==> src/rtl/cpu_multicycle.sv <==
// Multi-cycle core: FSM-sequenced datapath, handshaked instruction/data memories,
// HALT/illegal stop, registered {Z,N,C,V} flags and a debug PC.
//
// state  | meaning
// FETCH  | request imem[pc], latch IR on ready
// DECODE | latch A = reg[rs], B = reg[rt]
// EXEC   | ALU/flags, branch/jump resolve, or route to MEM/WB/HALT
// MEM    | data access, held until dmem ready
// WB     | write rd, advance pc
// HALT   | stopped until reset, no requests
module cpu_multicycle #(
    parameter int DATA_W   = 8,
    parameter int ADDR_W   = 8,
    parameter int RESET_PC = 0
) (
    input  logic              i_clk,
    input  logic              i_reset,
    output logic              o_imem_req,
    output logic [ADDR_W-1:0] o_imem_addr,
    input  logic [15:0]       i_imem_rdata,
    input  logic              i_imem_ready,
    output logic              o_dmem_req,
    output logic              o_dmem_we,
    output logic [ADDR_W-1:0] o_dmem_addr,
    output logic [DATA_W-1:0] o_dmem_wdata,
    input  logic [DATA_W-1:0] i_dmem_rdata,
    input  logic              i_dmem_ready,
    output logic              o_halted,
    output logic              o_illegal,
    output logic [3:0]        o_flags,
    output logic [ADDR_W-1:0] o_dbg_pc
);
    localparam logic [2:0] S_FETCH  = 3'd0;
    localparam logic [2:0] S_DECODE = 3'd1;
    localparam logic [2:0] S_EXEC   = 3'd2;
    localparam logic [2:0] S_MEM    = 3'd3;
    localparam logic [2:0] S_WB     = 3'd4;
    localparam logic [2:0] S_HALT   = 3'd5;

    localparam logic [3:0] OP_NOP  = 4'h0;
    localparam logic [3:0] OP_ADD  = 4'h1;
    localparam logic [3:0] OP_SUB  = 4'h2;
    localparam logic [3:0] OP_AND  = 4'h3;
    localparam logic [3:0] OP_OR   = 4'h4;
    localparam logic [3:0] OP_ADDI = 4'h5;
    localparam logic [3:0] OP_LDI  = 4'h6;
    localparam logic [3:0] OP_LD   = 4'h7;
    localparam logic [3:0] OP_ST   = 4'h8;
    localparam logic [3:0] OP_BEQ  = 4'h9;
    localparam logic [3:0] OP_JMP  = 4'hA;
    localparam logic [3:0] OP_HALT = 4'hF;

    localparam int MSB = DATA_W - 1;

    logic [2:0]        r_state;
    logic [ADDR_W-1:0] r_pc;
    logic [15:0]       r_ir;
    logic [DATA_W-1:0] r_a;
    logic [DATA_W-1:0] r_b;
    logic [DATA_W-1:0] r_res;
    logic [DATA_W-1:0] r_regs [8];
    logic [3:0]        r_flags;
    logic              r_halted;
    logic              r_illegal;

    logic [3:0]        w_op;
    logic [2:0]        w_rs;
    logic [2:0]        w_rt;
    logic [2:0]        w_rd;
    logic [DATA_W-1:0] w_imm;
    logic [DATA_W-1:0] w_ldi;
    logic [ADDR_W-1:0] w_boff;
    logic [ADDR_W-1:0] w_jmp;
    logic [ADDR_W-1:0] w_pc_inc;
    logic [DATA_W-1:0] w_opnd_b;
    logic [DATA_W:0]   w_sum;
    logic [DATA_W:0]   w_diff;
    logic [DATA_W-1:0] w_alu_res;
    logic              w_c;
    logic              w_v;
    logic [3:0]        w_flags_next;

    assign w_op     = r_ir[15:12];
    assign w_rs     = r_ir[8:6];
    assign w_rt     = r_ir[5:3];
    assign w_rd     = r_ir[2:0];
    // Size casts give sign-extension for signed fields and plain truncation/zero-fill otherwise.
    assign w_imm    = DATA_W'($signed(r_ir[11:9]));
    assign w_ldi    = DATA_W'(r_ir[11:3]);
    assign w_boff   = ADDR_W'($signed({r_ir[11:9], r_ir[2:0]}));
    assign w_jmp    = ADDR_W'(r_ir[11:0]);
    assign w_pc_inc = r_pc + ADDR_W'(1);

    always_comb begin
        w_opnd_b  = (w_op == OP_ADDI) ? w_imm : r_b;
        w_sum     = {1'b0, r_a} + {1'b0, w_opnd_b};
        w_diff    = {1'b0, r_a} - {1'b0, r_b};
        w_alu_res = w_sum[DATA_W-1:0];
        w_c       = 1'b0;
        w_v       = 1'b0;
        case (w_op)
            OP_ADD, OP_ADDI: begin
                w_c = w_sum[DATA_W];
                w_v = (r_a[MSB] == w_opnd_b[MSB]) && (w_sum[MSB] != r_a[MSB]);
            end
            OP_SUB: begin
                w_alu_res = w_diff[DATA_W-1:0];
                w_c       = w_diff[DATA_W];
                w_v       = (r_a[MSB] != r_b[MSB]) && (w_diff[MSB] != r_a[MSB]);
            end
            OP_AND:  w_alu_res = r_a & r_b;
            OP_OR:   w_alu_res = r_a | r_b;
            OP_LDI:  w_alu_res = w_ldi;
            default: ;
        endcase
        w_flags_next = {(w_alu_res == '0), w_alu_res[MSB], w_c, w_v};
    end

    always_ff @(posedge i_clk) begin
        if (i_reset) begin
            r_state   <= S_FETCH;
            r_pc      <= ADDR_W'(RESET_PC);
            r_ir      <= '0;
            r_a       <= '0;
            r_b       <= '0;
            r_res     <= '0;
            r_flags   <= '0;
            r_halted  <= 1'b0;
            r_illegal <= 1'b0;
            for (int i = 0; i < 8; i++) r_regs[i] <= '0;
        end else begin
            case (r_state)
                S_FETCH: begin
                    if (i_imem_ready) begin
                        r_ir    <= i_imem_rdata;
                        r_state <= S_DECODE;
                    end
                end
                S_DECODE: begin
                    r_a     <= r_regs[w_rs];
                    r_b     <= r_regs[w_rt];
                    r_state <= S_EXEC;
                end
                S_EXEC: begin
                    case (w_op)
                        OP_ADD, OP_SUB, OP_AND, OP_OR, OP_ADDI: begin
                            r_res   <= w_alu_res;
                            r_flags <= w_flags_next;
                            r_state <= S_WB;
                        end
                        OP_LDI: begin
                            r_res   <= w_alu_res;
                            r_state <= S_WB;
                        end
                        OP_LD, OP_ST: r_state <= S_MEM;
                        OP_NOP: begin
                            r_pc    <= w_pc_inc;
                            r_state <= S_FETCH;
                        end
                        OP_BEQ: begin
                            r_pc    <= (r_a == r_b) ? (w_pc_inc + w_boff) : w_pc_inc;
                            r_state <= S_FETCH;
                        end
                        OP_JMP: begin
                            r_pc    <= w_jmp;
                            r_state <= S_FETCH;
                        end
                        OP_HALT: begin
                            r_halted <= 1'b1;
                            r_state  <= S_HALT;
                        end
                        default: begin
                            r_halted  <= 1'b1;
                            r_illegal <= 1'b1;
                            r_state   <= S_HALT;
                        end
                    endcase
                end
                S_MEM: begin
                    if (i_dmem_ready) begin
                        if (w_op == OP_LD) begin
                            r_res   <= i_dmem_rdata;
                            r_state <= S_WB;
                        end else begin
                            r_pc    <= w_pc_inc;
                            r_state <= S_FETCH;
                        end
                    end
                end
                S_WB: begin
                    if (w_rd != 3'd0) r_regs[w_rd] <= r_res;
                    r_pc    <= w_pc_inc;
                    r_state <= S_FETCH;
                end
                S_HALT:  r_state <= S_HALT;
                default: r_state <= S_FETCH;
            endcase
        end
    end

    // Requests are gated by reset so nothing is issued during the reset cycle itself.
    assign o_imem_req   = (r_state == S_FETCH) && !i_reset;
    assign o_imem_addr  = r_pc;
    assign o_dmem_req   = (r_state == S_MEM) && !i_reset;
    assign o_dmem_we    = (w_op == OP_ST);
    assign o_dmem_addr  = ADDR_W'(r_a);
    assign o_dmem_wdata = r_b;
    assign o_halted     = r_halted;
    assign o_illegal    = r_illegal;
    assign o_flags      = r_flags;
    assign o_dbg_pc     = r_pc;
endmodule

==> config.mk <==
export PLATFORM = sky130hd
export DESIGN_NAME = cpu_multicycle
export DESIGN_NICKNAME = d
export VERILOG_FILES = /design/src/rtl/cpu_multicycle.sv
export SDC_FILE = /design/constraint.sdc
export NUM_CORES = 1
export LEC_CHECK = 0
export BUFFER_PORTS_ARGS = -buffer_cell sky130_fd_sc_hd__buf_2
export CAP_MARGIN = 20
export CORE_MARGIN = 3
export CORE_UTILIZATION = 65
export DETAILED_ROUTE_END_ITERATION = 8
export PLACE_DENSITY = 0.93
export SYNTH_ARGS = -nofsm -noshare
export SYNTH_HDL_FRONTEND = slang
export SYNTH_SLANG_ARGS = --single-unit
==> constraint.sdc <==
create_clock -name i_clk -period 7.4 [get_ports i_clk]
set_input_delay 1.48 -clock i_clk [delete_from_list [all_inputs] [get_ports i_clk]]
set_output_delay 1.48 -clock i_clk [all_outputs]
set_load 0.01 [all_outputs]
==> results.ini <==
[status]
status=completed

[sta]
maxSlewHeadroom=0.2683
timing.clock.skew_ns=0.01029
max_freq_ghz=0.2369
tightestPinTransition_ns=1.089
post-route-period-util=0.5705
fin_worst_hold_slack_ns=0.4709
setup_viol=0
final-max-slew-violation-count=0
pnr_worst_setup_slack_ns=3.178
period_minus_slack_ns=4.222
timing_hold_violations_final=0
setup-tns-final_ns=0
setup_repair_after_global_routing_missed_its_margin=false

[placement]
placement.io_buffers=68
placement.setup.worst_slack_ns=3.208
placed_cells_incl_taps=977
place.detailed.hpwl_mm=16.76
routabilityCongestion=0.9884
placed_area_mm2=0.008208

[clock_tree]
cts_buffers=17
cts.sink_count=121
cts_root_buffer=clkbuf_16
clkSlewWorstSetupHoldPaths_ns=0.06
cts.hold.buffers_added=0
htree_levels=4
clock_latency_ns=0.43
clk_path_buf_depth=2
tritoncts=built
setup_buffers_after_cts=0
cts_repair_resize_count=0

[detailed_routing]
detailed_route_drc_error_count=0
routed-via-count=6907
detailedRoute.firstPassIterationCount=6
wirelength_routed_mm=23.19
drt-vias-per-instance=6.832
antenna_violation_net_count_after_detailed_routing=0
detailedRoute.firstIterationViolations=979
wirelength_per_cell_um=22.93

[floorplan]
floorplan.initialDensity=0.6780
num_io_pins=69
height_of_the_chip_um=116.1
placeableCoreArea_mm2=0.01161
placementRows=39
die_w_um=116.1
die-area_mm2=0.01347

[global_route]
grt.total_usage=0.3566
vias_in_the_first_global_route=6528
grt_pass1_wl_mm=35.72
grt_overflow=0
grt_start_max_net_pins=45
antenna_violations_before_repair=0

[final_layout]
n_fill_cell=773
nets=927
n_antenna_cell=0
fin_cells=1011
seq_area_mm2=0.003063
area_growth_pct=12.08
share_of_layout_cells_above_drive_strength_1=0.1855
multi_input_gate_area_in_the_final_layout_mm2=0.004457
layout.core_utilization=0.7599
design_area_mm2=0.008825

[power_and_ir_drop]
switching_share=0.3339
p_int_mw=1.482
seqPwrFrac=0.373
part_of_the_total_power_dissipated_in_the_clock_network=0.384
comb_power_share=0.242
power.net_switching_mw=0.7430
power.leakage_nw=3.451
power.density_cell_area_mw_per_mm2=252.1
totalPowerFinal_mw=2.225
peakVddDrop_uv=215.9

[synth]
postSynthAreaPerCell_um2=9.745
synth_sequential_area_ratio=0.3890
ys_warn_count=0
yosys.cell_count.top_type=nand2_1
synth_top_cell_area_share=0.2441
synth_area_mm2=0.007874
dominantRegCellSynth=edfxtp_1
synth_cell_type_count=78
postSynth.asyncResetShare=0
ys_seq_elements=121
netlist_top_cells_count=nand2_1 (81), nor2_1 (66), edfxtp_1 (64), dfxtp_1 (57), and2_1 (54)
syn-instance-count=808
synth_area_leader_cell=edfxtp_1
synth_enable_flop_cells=64
netlist_top_cells_area=edfxtp_1 (24%), dfxtp_1 (14%), mux4_2 (9.2%)

[setup_path]
cp_data_required_time_ns=5.92
cp_data_arrival_time_ns=2.74
cpMaxStageDelayCell=buf_4
rr_worst_depth=13
path_common_cell=buf_2
type_of_element_launching_the_critical_path=input port
critical_path.max_stage_delay_ns=0.53
setup.worst_path.class=input port to primary output
timing.critical_path.fanout_max=44
timing.critical_path.cells=buf_2, buf_4, nor2_1, buf_2
crit_path_end_kind=primary output

[run]
max_cap_violations=0

[hold_path]
hold_class=register to register
holdPathStages=2

-- per-layer routing --
| metal | routed length, um | track usage | part of all wire |
|---|---|---|---|
| met2 | 10690 | 0.5516 | 0.46 |
| met5 | 0 | 0 | 0 |
| met4 | 1391 | 0.2042 | 0.060 |
| met1 | 8515 | 0.4514 | 0.37 |
| met3 | 2594 | 0.1003 | 0.11 |
-- area by class of cell --
| type | instances | share of cell area |
|---|---|---|
| Clock buffer | 17 | 0.04821 |
| Clock inverter | 15 | 0.02028 |
| Inverter | 33 | 0.01404 |
| Multi-Input combinational cell | 606 | 0.5050 |
| Sequential cell | 121 | 0.3471 |
| Tap cell | 143 | 0.02028 |
| Timing Repair Buffer | 76 | 0.04509 |
-- layout by cell type, fill, tap and decap left out, types with 32 or more instances in the layout --
cell type,netlist,final
nand2_1,81,81
buf_2,8,69
nor2_1,66,66
edfxtp_1,64,64
dfxtp_1,57,57
and2_1,54,54
a21oi_1,47,47
ha_1,41,41
o21ai_0,36,36
inv_1,32,32
mux4_2,32,32
-- sequential cells by signal (all words and copies together), names as in the netlist, 3 cells and up --
signal	flops
o_dbg_pc	8
o_flags	4
o_dmem_wdata	8
o_dmem_addr	8
r_state	3
r_res	8
r_ir	16
r_regs	64
-- power by group through the flow --
stage | combinational (mW) | clock, mW | sequential, mW
after CTS | 0.529 | 0.856 | 0.826
after global routing | 0.588 | 0.888 | 0.835
after global placement | 0.507 | 0 | 0.836
final | 0.539 | 0.855 | 0.831
after detailed placement | 0.522 | 0 | 0.839
after floorplan | 0.399 | 0 | 0.803
-- critical path: cells and delay by family --
family	cells	cell delay (ns)
buf+inv	3	1.07
simple gates	1	0.17
-- cells by family after synthesis --
kind of cell             count (synthesis)  synth area share
other                                    1         0.0004763
AO/OA/AOI/OAI                          184            0.1575
multiplexers                            57            0.1239
buffers and inverters                   88           0.04894
adder cells (fa/ha/maj)                 44           0.07278
XOR/XNOR                                14           0.01557
AND/OR/NAND/NOR                        299            0.1918
flip-flops                             121            0.3890
-- path summary, 6_finish.rpt --
check	end	slack, ns	startpoint
worst min-delay path	o_halted	0.47	o_halted
worst max-delay path	o_dmem_req	3.18	i_reset
worst min register to register	o_halted	0.47	o_halted
worst max register to register	r_res[6]	3.61	r_ir[15]
Note: power is estimated with default switching activity, not from simulation.
